--- config.mk ---
export PLATFORM = sky130hd
export DESIGN_NAME = dmem_lsu_flat
export DESIGN_NICKNAME = d
export VERILOG_FILES = /design/src/rtl/dmem_lsu_if.sv /design/src/rtl/dmem_lsu.sv /design/src/flat_wrapper.sv
export SDC_FILE = /design/constraint.sdc
export NUM_CORES = 1
export LEC_CHECK = 0
export ABC_AREA = 1
export CORE_MARGIN = 2
export CORE_UTILIZATION = 52
export CTS_BUF_LIST = sky130_fd_sc_hd__clkbuf_16
export DETAILED_ROUTE_END_ITERATION = 8
export PLACE_DENSITY = 0.91
export SYNTH_ARGS = -nofsm -noshare
export SYNTH_HDL_FRONTEND = slang
export SYNTH_SLANG_ARGS = --single-unit
export TNS_END_PERCENT = 5
--- constraint.sdc ---
create_clock -name clk -period 2.7 [get_ports clk]
set_input_delay 0.27 -clock clk [delete_from_list [all_inputs] [get_ports clk]]
set_output_delay 0.27 -clock clk [all_outputs]
set_load 0.03 [all_outputs]
--- src/rtl/dmem_lsu_if.sv ---
// Bundle of CPU request/response and data-memory pins around the load/store unit.
// The slave view belongs to the LSU; the master view is the CPU plus memory side.
interface dmem_lsu_if #(
    parameter int AW = 8
);
    logic          req_valid;
    logic          req_ready;
    logic          req_we;
    logic [1:0]    req_size;
    logic          req_unsigned;
    logic [31:0]   req_addr;
    logic [31:0]   req_wdata;

    logic          resp_valid;
    logic [31:0]   resp_rdata;
    logic          resp_err;

    logic [AW-1:0] mem_a;
    logic [31:0]   mem_d;
    logic          mem_we;
    logic [31:0]   mem_spo;

    modport slave (
        input  req_valid, req_we, req_size, req_unsigned, req_addr, req_wdata, mem_spo,
        output req_ready, resp_valid, resp_rdata, resp_err, mem_a, mem_d, mem_we
    );

    modport master (
        output req_valid, req_we, req_size, req_unsigned, req_addr, req_wdata, mem_spo,
        input  req_ready, resp_valid, resp_rdata, resp_err, mem_a, mem_d, mem_we
    );
endinterface

--- src/rtl/dmem_lsu.sv ---
// Load/store unit for a word-addressed single-port memory with combinational read:
// sub-word load extraction/extension, read-modify-write sub-word stores, access checks.
module dmem_lsu #(
    parameter int AW = 8
) (
    input  logic     clk,
    input  logic     rst_n,
    dmem_lsu_if.slave bus
);

    typedef enum logic [2:0] {
        S_IDLE,
        S_LOAD,
        S_MERGE,
        S_WRITE,
        S_RESP
    } state_e;

    localparam logic [1:0] SZ_BYTE = 2'b00;
    localparam logic [1:0] SZ_HALF = 2'b01;
    localparam logic [1:0] SZ_WORD = 2'b10;
    localparam logic [1:0] SZ_ILL  = 2'b11;

    state_e        state_q;
    logic [1:0]    size_q;
    logic          uns_q;
    logic [1:0]    off_q;
    logic [15:0]   wdata_q;
    logic [AW-1:0] mem_a_q;
    logic [31:0]   merge_q;
    logic          mem_we_q;
    logic          resp_valid_q;
    logic [31:0]   rdata_q;
    logic          err_q;

    logic          accept;
    logic          req_err;
    logic [AW-1:0] req_idx;
    logic [7:0]    lane_byte;
    logic [15:0]   lane_half;
    logic [31:0]   load_data;
    logic [31:0]   merge_d;

    assign bus.req_ready  = rst_n && (state_q == S_IDLE);
    assign accept         = bus.req_valid && bus.req_ready;
    assign req_idx        = bus.req_addr[AW+1:2];

    assign bus.mem_a      = mem_a_q;
    assign bus.mem_d      = merge_q;
    assign bus.mem_we     = mem_we_q;
    assign bus.resp_valid = resp_valid_q;
    assign bus.resp_rdata = rdata_q;
    assign bus.resp_err   = err_q;

    // Upper address bits beyond the memory's byte range count as out of range.
    always_comb begin
        req_err = 1'b0;
        if (bus.req_size == SZ_ILL)
            req_err = 1'b1;
        else if (bus.req_addr[31:AW+2] != '0)
            req_err = 1'b1;
        else if (bus.req_size == SZ_HALF && bus.req_addr[0])
            req_err = 1'b1;
        else if (bus.req_size == SZ_WORD && bus.req_addr[1:0] != 2'b00)
            req_err = 1'b1;
    end

    // NOTE: every always_comb output gets a default first so no path leaves it unassigned (no latch).
    always_comb begin
        lane_byte = 8'h00;
        lane_half = off_q[1] ? bus.mem_spo[31:16] : bus.mem_spo[15:0];
        load_data = bus.mem_spo;
        case (off_q)
            2'd0: lane_byte = bus.mem_spo[7:0];
            2'd1: lane_byte = bus.mem_spo[15:8];
            2'd2: lane_byte = bus.mem_spo[23:16];
            2'd3: lane_byte = bus.mem_spo[31:24];
            default: lane_byte = 8'h00;
        endcase
        case (size_q)
            SZ_BYTE: load_data = {{24{~uns_q & lane_byte[7]}}, lane_byte};
            SZ_HALF: load_data = {{16{~uns_q & lane_half[15]}}, lane_half};
            default: load_data = bus.mem_spo;
        endcase
    end

    // Splice the stored lane into the current memory word; other lanes pass through.
    always_comb begin
        merge_d = bus.mem_spo;
        if (size_q == SZ_BYTE) begin
            case (off_q)
                2'd0: merge_d[7:0]   = wdata_q[7:0];
                2'd1: merge_d[15:8]  = wdata_q[7:0];
                2'd2: merge_d[23:16] = wdata_q[7:0];
                2'd3: merge_d[31:24] = wdata_q[7:0];
                default: merge_d = bus.mem_spo;
            endcase
        end else if (off_q[1]) begin
            merge_d[31:16] = wdata_q;
        end else begin
            merge_d[15:0] = wdata_q;
        end
    end

    // NOTE: datapath registers are reset too, because every bus output must read 0 out of reset.
    // NOTE: sequential state uses non-blocking assignments so all registers update from pre-edge values.
    always_ff @(posedge clk or negedge rst_n) begin
        if (!rst_n) begin
            state_q      <= S_IDLE;
            size_q       <= SZ_BYTE;
            uns_q        <= 1'b0;
            off_q        <= 2'b00;
            wdata_q      <= '0;
            mem_a_q      <= '0;
            merge_q      <= '0;
            mem_we_q     <= 1'b0;
            resp_valid_q <= 1'b0;
            rdata_q      <= '0;
            err_q        <= 1'b0;
        end else begin
            case (state_q)
                S_IDLE: begin
                    if (accept) begin
                        size_q  <= bus.req_size;
                        uns_q   <= bus.req_unsigned;
                        off_q   <= bus.req_addr[1:0];
                        wdata_q <= bus.req_wdata[15:0];
                        rdata_q <= '0;
                        err_q   <= 1'b0;
                        if (req_err) begin
                            err_q        <= 1'b1;
                            resp_valid_q <= 1'b1;
                            state_q      <= S_RESP;
                        end else if (!bus.req_we) begin
                            mem_a_q <= req_idx;
                            state_q <= S_LOAD;
                        end else if (bus.req_size == SZ_WORD) begin
                            mem_a_q  <= req_idx;
                            merge_q  <= bus.req_wdata;
                            mem_we_q <= 1'b1;
                            state_q  <= S_WRITE;
                        end else begin
                            mem_a_q <= req_idx;
                            state_q <= S_MERGE;
                        end
                    end
                end
                S_LOAD: begin
                    rdata_q      <= load_data;
                    mem_a_q      <= '0;
                    resp_valid_q <= 1'b1;
                    state_q      <= S_RESP;
                end
                S_MERGE: begin
                    merge_q  <= merge_d;
                    mem_we_q <= 1'b1;
                    state_q  <= S_WRITE;
                end
                S_WRITE: begin
                    mem_we_q     <= 1'b0;
                    mem_a_q      <= '0;
                    resp_valid_q <= 1'b1;
                    state_q      <= S_RESP;
                end
                S_RESP: begin
                    resp_valid_q <= 1'b0;
                    state_q      <= S_IDLE;
                end
                default: begin
                    mem_we_q     <= 1'b0;
                    resp_valid_q <= 1'b0;
                    state_q      <= S_IDLE;
                end
            endcase
        end
    end

endmodule

--- src/flat_wrapper.sv ---
// flat-port wrapper written by rule: the top's interface ports become plain ports
module dmem_lsu_flat 
#(
    parameter int AW = 8
)
  (clk, rst_n, bus_req_valid, bus_req_we, bus_req_size, bus_req_unsigned, bus_req_addr, bus_req_wdata, bus_mem_spo, bus_req_ready, bus_resp_valid, bus_resp_rdata, bus_resp_err, bus_mem_a, bus_mem_d, bus_mem_we);
  dmem_lsu_if #(.AW(AW)) bus_i ();
  input  logic clk;
  input  logic rst_n;
  input wire logic [$bits(bus_i.req_valid)-1:0] bus_req_valid;
  input wire logic [$bits(bus_i.req_we)-1:0] bus_req_we;
  input wire logic [$bits(bus_i.req_size)-1:0] bus_req_size;
  input wire logic [$bits(bus_i.req_unsigned)-1:0] bus_req_unsigned;
  input wire logic [$bits(bus_i.req_addr)-1:0] bus_req_addr;
  input wire logic [$bits(bus_i.req_wdata)-1:0] bus_req_wdata;
  input wire logic [$bits(bus_i.mem_spo)-1:0] bus_mem_spo;
  output wire logic [$bits(bus_i.req_ready)-1:0] bus_req_ready;
  output wire logic [$bits(bus_i.resp_valid)-1:0] bus_resp_valid;
  output wire logic [$bits(bus_i.resp_rdata)-1:0] bus_resp_rdata;
  output wire logic [$bits(bus_i.resp_err)-1:0] bus_resp_err;
  output wire logic [$bits(bus_i.mem_a)-1:0] bus_mem_a;
  output wire logic [$bits(bus_i.mem_d)-1:0] bus_mem_d;
  output wire logic [$bits(bus_i.mem_we)-1:0] bus_mem_we;
  assign bus_i.req_valid = bus_req_valid;
  assign bus_i.req_we = bus_req_we;
  assign bus_i.req_size = bus_req_size;
  assign bus_i.req_unsigned = bus_req_unsigned;
  assign bus_i.req_addr = bus_req_addr;
  assign bus_i.req_wdata = bus_req_wdata;
  assign bus_i.mem_spo = bus_mem_spo;
  assign bus_req_ready = bus_i.req_ready;
  assign bus_resp_valid = bus_i.resp_valid;
  assign bus_resp_rdata = bus_i.resp_rdata;
  assign bus_resp_err = bus_i.resp_err;
  assign bus_mem_a = bus_i.mem_a;
  assign bus_mem_d = bus_i.mem_d;
  assign bus_mem_we = bus_i.mem_we;
  dmem_lsu #(.AW(AW)) u_core (.clk(clk), .rst_n(rst_n), .bus(bus_i));
endmodule
## After elaboration in Yosys (flattened, before gate mapping)

Cells that the tools add are included.

- Output and inout port bits: 76
- Register bits: 99

- Muxes and demuxes: 38
- Bitwise operators: 5
- Reduce and logical (&&, ||, !) cells: 20
- Equality and inequality tests: 16

Operator list:

| kind | count |
|---|---|
| $mux 32 | 6 |
| $pmux 32 s2 | 3 |
| $mux 16 | 3 |
| $mux 8 | 6 |
| $pmux 8 s4 | 1 |
| $reduce_bool 22->1 | 1 |
| $pmux 8 s2 | 1 |
| $mux 1 | 12 |
| $reduce_and 5->1 | 2 |
| $mux 3 | 3 |
| $pmux 3 s3 | 1 |
| $eq 2x2->1 const B | 4 |
| $reduce_bool 2->1 | 4 |
| $eq 2x1->1 const B | 3 |
| $eq 3x2->1 const B | 2 |
| $ne 2x2->1 const B | 3 |
| $pmux 1 s3 | 2 |
| $reduce_and 3->1 | 2 |
| $logic_and 1x1->1 | 4 |
| $logic_not 2->1 | 2 |
| $ne 2x1->1 const B | 2 |
| $reduce_and 2->1 | 2 |
| $reduce_or 2->1 | 2 |
| $eq 3x1->1 const B | 1 |
| other kinds (4) | 7 |

## Logic depth before layout (Yosys ltp)

- Word-level depth: 9
- Gate-level depth with buffers: 11
- Gate-level depth less buffers: 10

## Worst setup path after synthesis

No wires, ideal clock.

- Path type: register -> register
- Start point: register u_core.state_q[0]
- End point: register u_core.rdata_q[7], in the netlist u_core.bus.resp_rdata[7]
- Arrival: 1.800 ns
- Setup time: 0.124 ns
- Path buffers: 1
- Cell stages (with the launch flop): 10
- Path slack: 0.777 ns
- Cell sequence: dfrtp_1 > nor2_1 > nand2_1 > nor2_1 > nand2_1 > nand2_1 > inv_1 > buf_2 > nand2_1 > nand2_1

- Cells in the longest elaborated chain, start to end: 5
- Elaborated cells on any way between the ends: 8
- Those cells by class: eq/ne: 2; mux: 1; reduce/logical: 5

Ends and longest elaborated chain:

| element | line | RTL |
|---|---|---|
| start: declaration | dmem_lsu.sv:24 | `state_e state_q;` |
| start signal: assignment | dmem_lsu.sv:109 | `state_q <= S_IDLE;` |
| start signal: assignment | dmem_lsu.sv:133 | `state_q <= S_RESP;` |
| start signal: assignment | dmem_lsu.sv:136 | `state_q <= S_LOAD;` |
| $logic_not 3->1 | dmem_lsu.sv:44 | `assign bus.req_ready = rst_n && (state_q == S_IDLE);` |
| $logic_and 1x1->1 | dmem_lsu.sv:44 |  |
| net bus_req_ready | flat_wrapper.sv:17 | `output wire logic [$bits(bus_i.req_ready)-1:0] bus_req_ready;` |
| $logic_and 1x1->1 | dmem_lsu.sv:45 | `assign accept = bus.req_valid && bus.req_ready;` |
| $ne 2x1->1 (no source line) | n/a |  |
| $reduce_and 2->1 (no source line) | n/a |  |
| end signal: assignment | dmem_lsu.sv:149 | `rdata_q <= load_data;` |
| end: declaration | dmem_lsu.sv:33 | `logic [31:0] rdata_q;` |

The timed path passes the listed nets, and every way through them passes these cells.
A chain may end at the register's enable or synchronous reset.

## Final worst setup path

- Start point: register u_core.state_q[0]
- End point: output bus_req_ready

- Cells in the longest elaborated chain, start to end: 2

Ends and longest elaborated chain:

| element | line |
|---|---|
| $logic_not 3->1 | dmem_lsu.sv:44 |
| $logic_and 1x1->1 | dmem_lsu.sv:44 |
| end: declaration | flat_wrapper.sv:17 |

No other way between the ends.

==> impl_metrics.yaml <==
clock_network:
  postCtsResizedCells: 0
  clk_latency_ns: 0.36
  root_buffer: "clkbuf_16"
  cts_setup_buffers: 0
  cts_tree: "done"
  cts.clk_slew.worst_paths_ns: 0.08
  clockBufferDepth: 2
  clock_sinks: 99
  h-tree-depth: 3
  cts_inserted_buffers: 9
logic_synthesis:
  ys_types: 29
  synth-simple-area-share_pct: 39.3
  synth_compound_area_share_pct: 12.3
  synth_area_sq_um: 6130
  ys_top_cells_by_area: "dfrtp_1 (40%), nand2_1 (25%), nand3_1 (10%)"
  synthCells: 926
  synth_mux_area_share_pct: 0
  yosys_warnings: 0
  syn_nets: 1029
  yosysTopAreaCellShare_pct: 40.4
  synth-adder-area-share_pct: 0
  synth_top_area_cell: "dfrtp_1"
  synth_top_family_by_area: "simple AND/OR/NAND/NOR gates"
  ys_ff_latch: 99
  syn_area_per_cell_sq_um: 6.62
  synth_xor_area_share_pct: 0
  synth_seq_area_share_pct: 40.4
final_layout:
  final_common_cell: "nand2_1"
  final_cell_mix: "nand2_1 (414), clkdlybuf4s50_1 (177), nand3_1 (124)"
  nets: 1182
  antennaDiodeCount: 0
  syn_to_final_growth_pct: 35.4
  fin_util_pct: 72.4
  fin_cells: 1227
  drive_above_1_share_pct: 4.61
grt:
  globalRoute.totalOverflow: 0
  grt_usage_pct: 31.3
  grt_start_max_net_pins: 67
  grt_pass1_vias: 6485
  antenna_found_initial: 0
  grt_pass1_wl_um: 32000
setup_path:
  critPathMaxStageDelay_ns: 0.71
  path_cells: "nor2_1 > nand2_1 > nor2_1 > clkdlybuf4s50_1"
  arrival_ns: 1.95
  worstPathMaxFanout: 6
  crit_top_cell: "nor2_1"
  cp_num_buf_inv: 1
  cp.required_ns: 2.43
  crit_type: "flop to primary output"
  critPathLaunchType: "flop"
  cp-end-kind: "primary output"
  cp_slowest_cell: "clkdlybuf4s50_1"
  path_delay_family: "buffers and inverters"
routing:
  drc: 0
  drtAntennaViolNets: 0
  avgRoutedWirePerCell_um: 15.9
  drt_iter0_markers: 795
  via_per_inst: 5.68
  num_vias: 6966
  drt_pass1_iterations: 6
  routed_wl_um: 19600
sta:
  rsz0062_at_grt: "no"
  min_period_over_period_pct: 82.3
  slew_viol_final: 0
  period_minus_slack_ns: 2.22
  tightest_slew_ns: 0.915
  max_slew_margin_pct: 39.0
  clock.fmax_mhz: 450
  worst_slack_ns: 0.477
  fin_setup_tns_ns: 0
  fin_skew_ns: 0.00871
  setup-violations-final: 0
  final_hold_viol_count: 0
placement:
  dp.final_hpwl_um: 14300
  port_buffers: 178
  dp_slack_ns: 0.592
  gp_congestion: 0.970
  placed_cells: 1210
floorplanning:
  start_util_pct: 53.5
  core_sq_um: 11500
  pin_count: 179
  die_height_um: 113
  die_area_sq_um: 12700
  rows: 39
  die_w_um: 113
outcome:
  outcome: "completed"
pwr:
  internal_power_mw: 4.24
  ir_drop_mv: 0.704
  p_comb_share_pct: 52.8
  p_leak_nw: 4.07
  switching_share_pct: 47.3
  p_clk_share_pct: 17.1
  finalPower_mw: 8.04
  power_density_nw_per_um2: 969
  p_seq_share_pct: 30.1
  power_switching_mw: 3.81
run:
  max_cap_viol_count: 0
worst_hold_path:
  hold_path_class: "flop to flop"
## flip-flops by register name (all words and copies together) (netlist names)
register,count
u_core.bus.resp_valid,1
u_core.uns_q,1
u_core.bus.resp_rdata,32
u_core.bus.resp_err,1
u_core.bus.mem_a,8
u_core.size_q,2
u_core.wdata_q,16
u_core.bus.mem_d,32
u_core.off_q,2
u_core.bus.mem_we,1
u_core.state_q,3
## power by group through the flow
| stage | clock network [mW] | logic (mW) | registers [mW] |
|---|---|---|---|
| after CTS | 1.39 | 4.20 | 2.40 |
| final | 1.38 | 4.25 | 2.42 |
| after global routing | 1.45 | 4.64 | 2.48 |
| after floorplan | 0 | 2.23 | 2.92 |
| after global placement | 0 | 4.08 | 2.42 |
| after detailed placement | 0 | 4.18 | 2.42 |
## layer usage
| metal | global-route usage [%] | wire length (um) |
|---|---|---|
| met1 | 41.4 | 7510 |
| met2 | 49.4 | 9080 |
| met3 | 5.99 | 2040 |
| met4 | 15.6 | 932 |
| met5 | 0 | 0 |
## through the flow
step | cell area (sq um) | hold slack [ns]
floorplan | 6130 | -0.0256
global placement | 7970 | 0.341
detailed placement | 7970 | 0.348
CTS | 8300 | 0.477
global route | 8300 | 0.505
finish | 8300 | 0.477
## timing repair
action / CTS / global route
hold buffers: 1 / 0
setup endpoints to repair: 0 / 0
endpoints found under the hold margin: 33 / 0
## logic make-up (layout without fill, tap and decap cells)
logic type	Yosys count	after routing
AOI/OAI and AO/OA	136	136
buffers and inverters	114	272
DFF	99	99
and+or+nand+nor	577	577
## synthesized netlist by cell type
cell type	number
o21ai_0	72
o21ai_2	1
inv_1	56
nor2_4	2
nor2_1	26
clkinv_1	1
nand3_1	124
a311oi_1	1
nand4_4	1
o211ai_1	23
nor2_2	2
a21oi_1	36
o221ai_1	1
buf_1	6
buf_2	14
nor3_4	1
nor3_1	1
buf_4	3
nand3_4	1
buf_6	5
a21oi_2	1
nand2_2	2
clkbuf_1	25
nand2_1	414
o21ai_1	1
nand3b_1	1
nand3_2	2
dfrtp_1	99
inv_2	4
## final cells by class
class | instances | area [sq um]
sequential | 99 | 2480
tap | 143 | 179
fill | 940 | 3170
clock buffer | 9 | 225
timing repair buffer | 195 | 1930
multi-input combinational | 713 | 3160
inverter | 61 | 229
clock inverter | 7 | 96.3
## worst reg2reg max path: cells and delay by family, from the launching register on
family,cells,cell delay (ns)
DFF,1,0.62
and+or+nand+nor,7,1.19
buffers and inverters,1,0.30
## path summary, 6_finish.rpt
kind | from | end | slack [ns] | cells past startpoint
min reg2reg | u_core.bus.mem_d[4] | u_core.bus.mem_d[4] | 0.48 | 2
min in group asynchronous | rst_n | u_core.wdata_q[2] | 0.61 | 3
max in group asynchronous | rst_n | u_core.bus.resp_rdata[22] | 0.91 | 4
max reg2reg | u_core.off_q[1] | u_core.bus.resp_rdata[17] | 0.51 | 8
min | u_core.bus.mem_d[4] | u_core.bus.mem_d[4] | 0.48 | 2
max | u_core.state_q[0] | bus_req_ready | 0.48 | 4
Note: power is estimated with default switching activity, not from simulation.
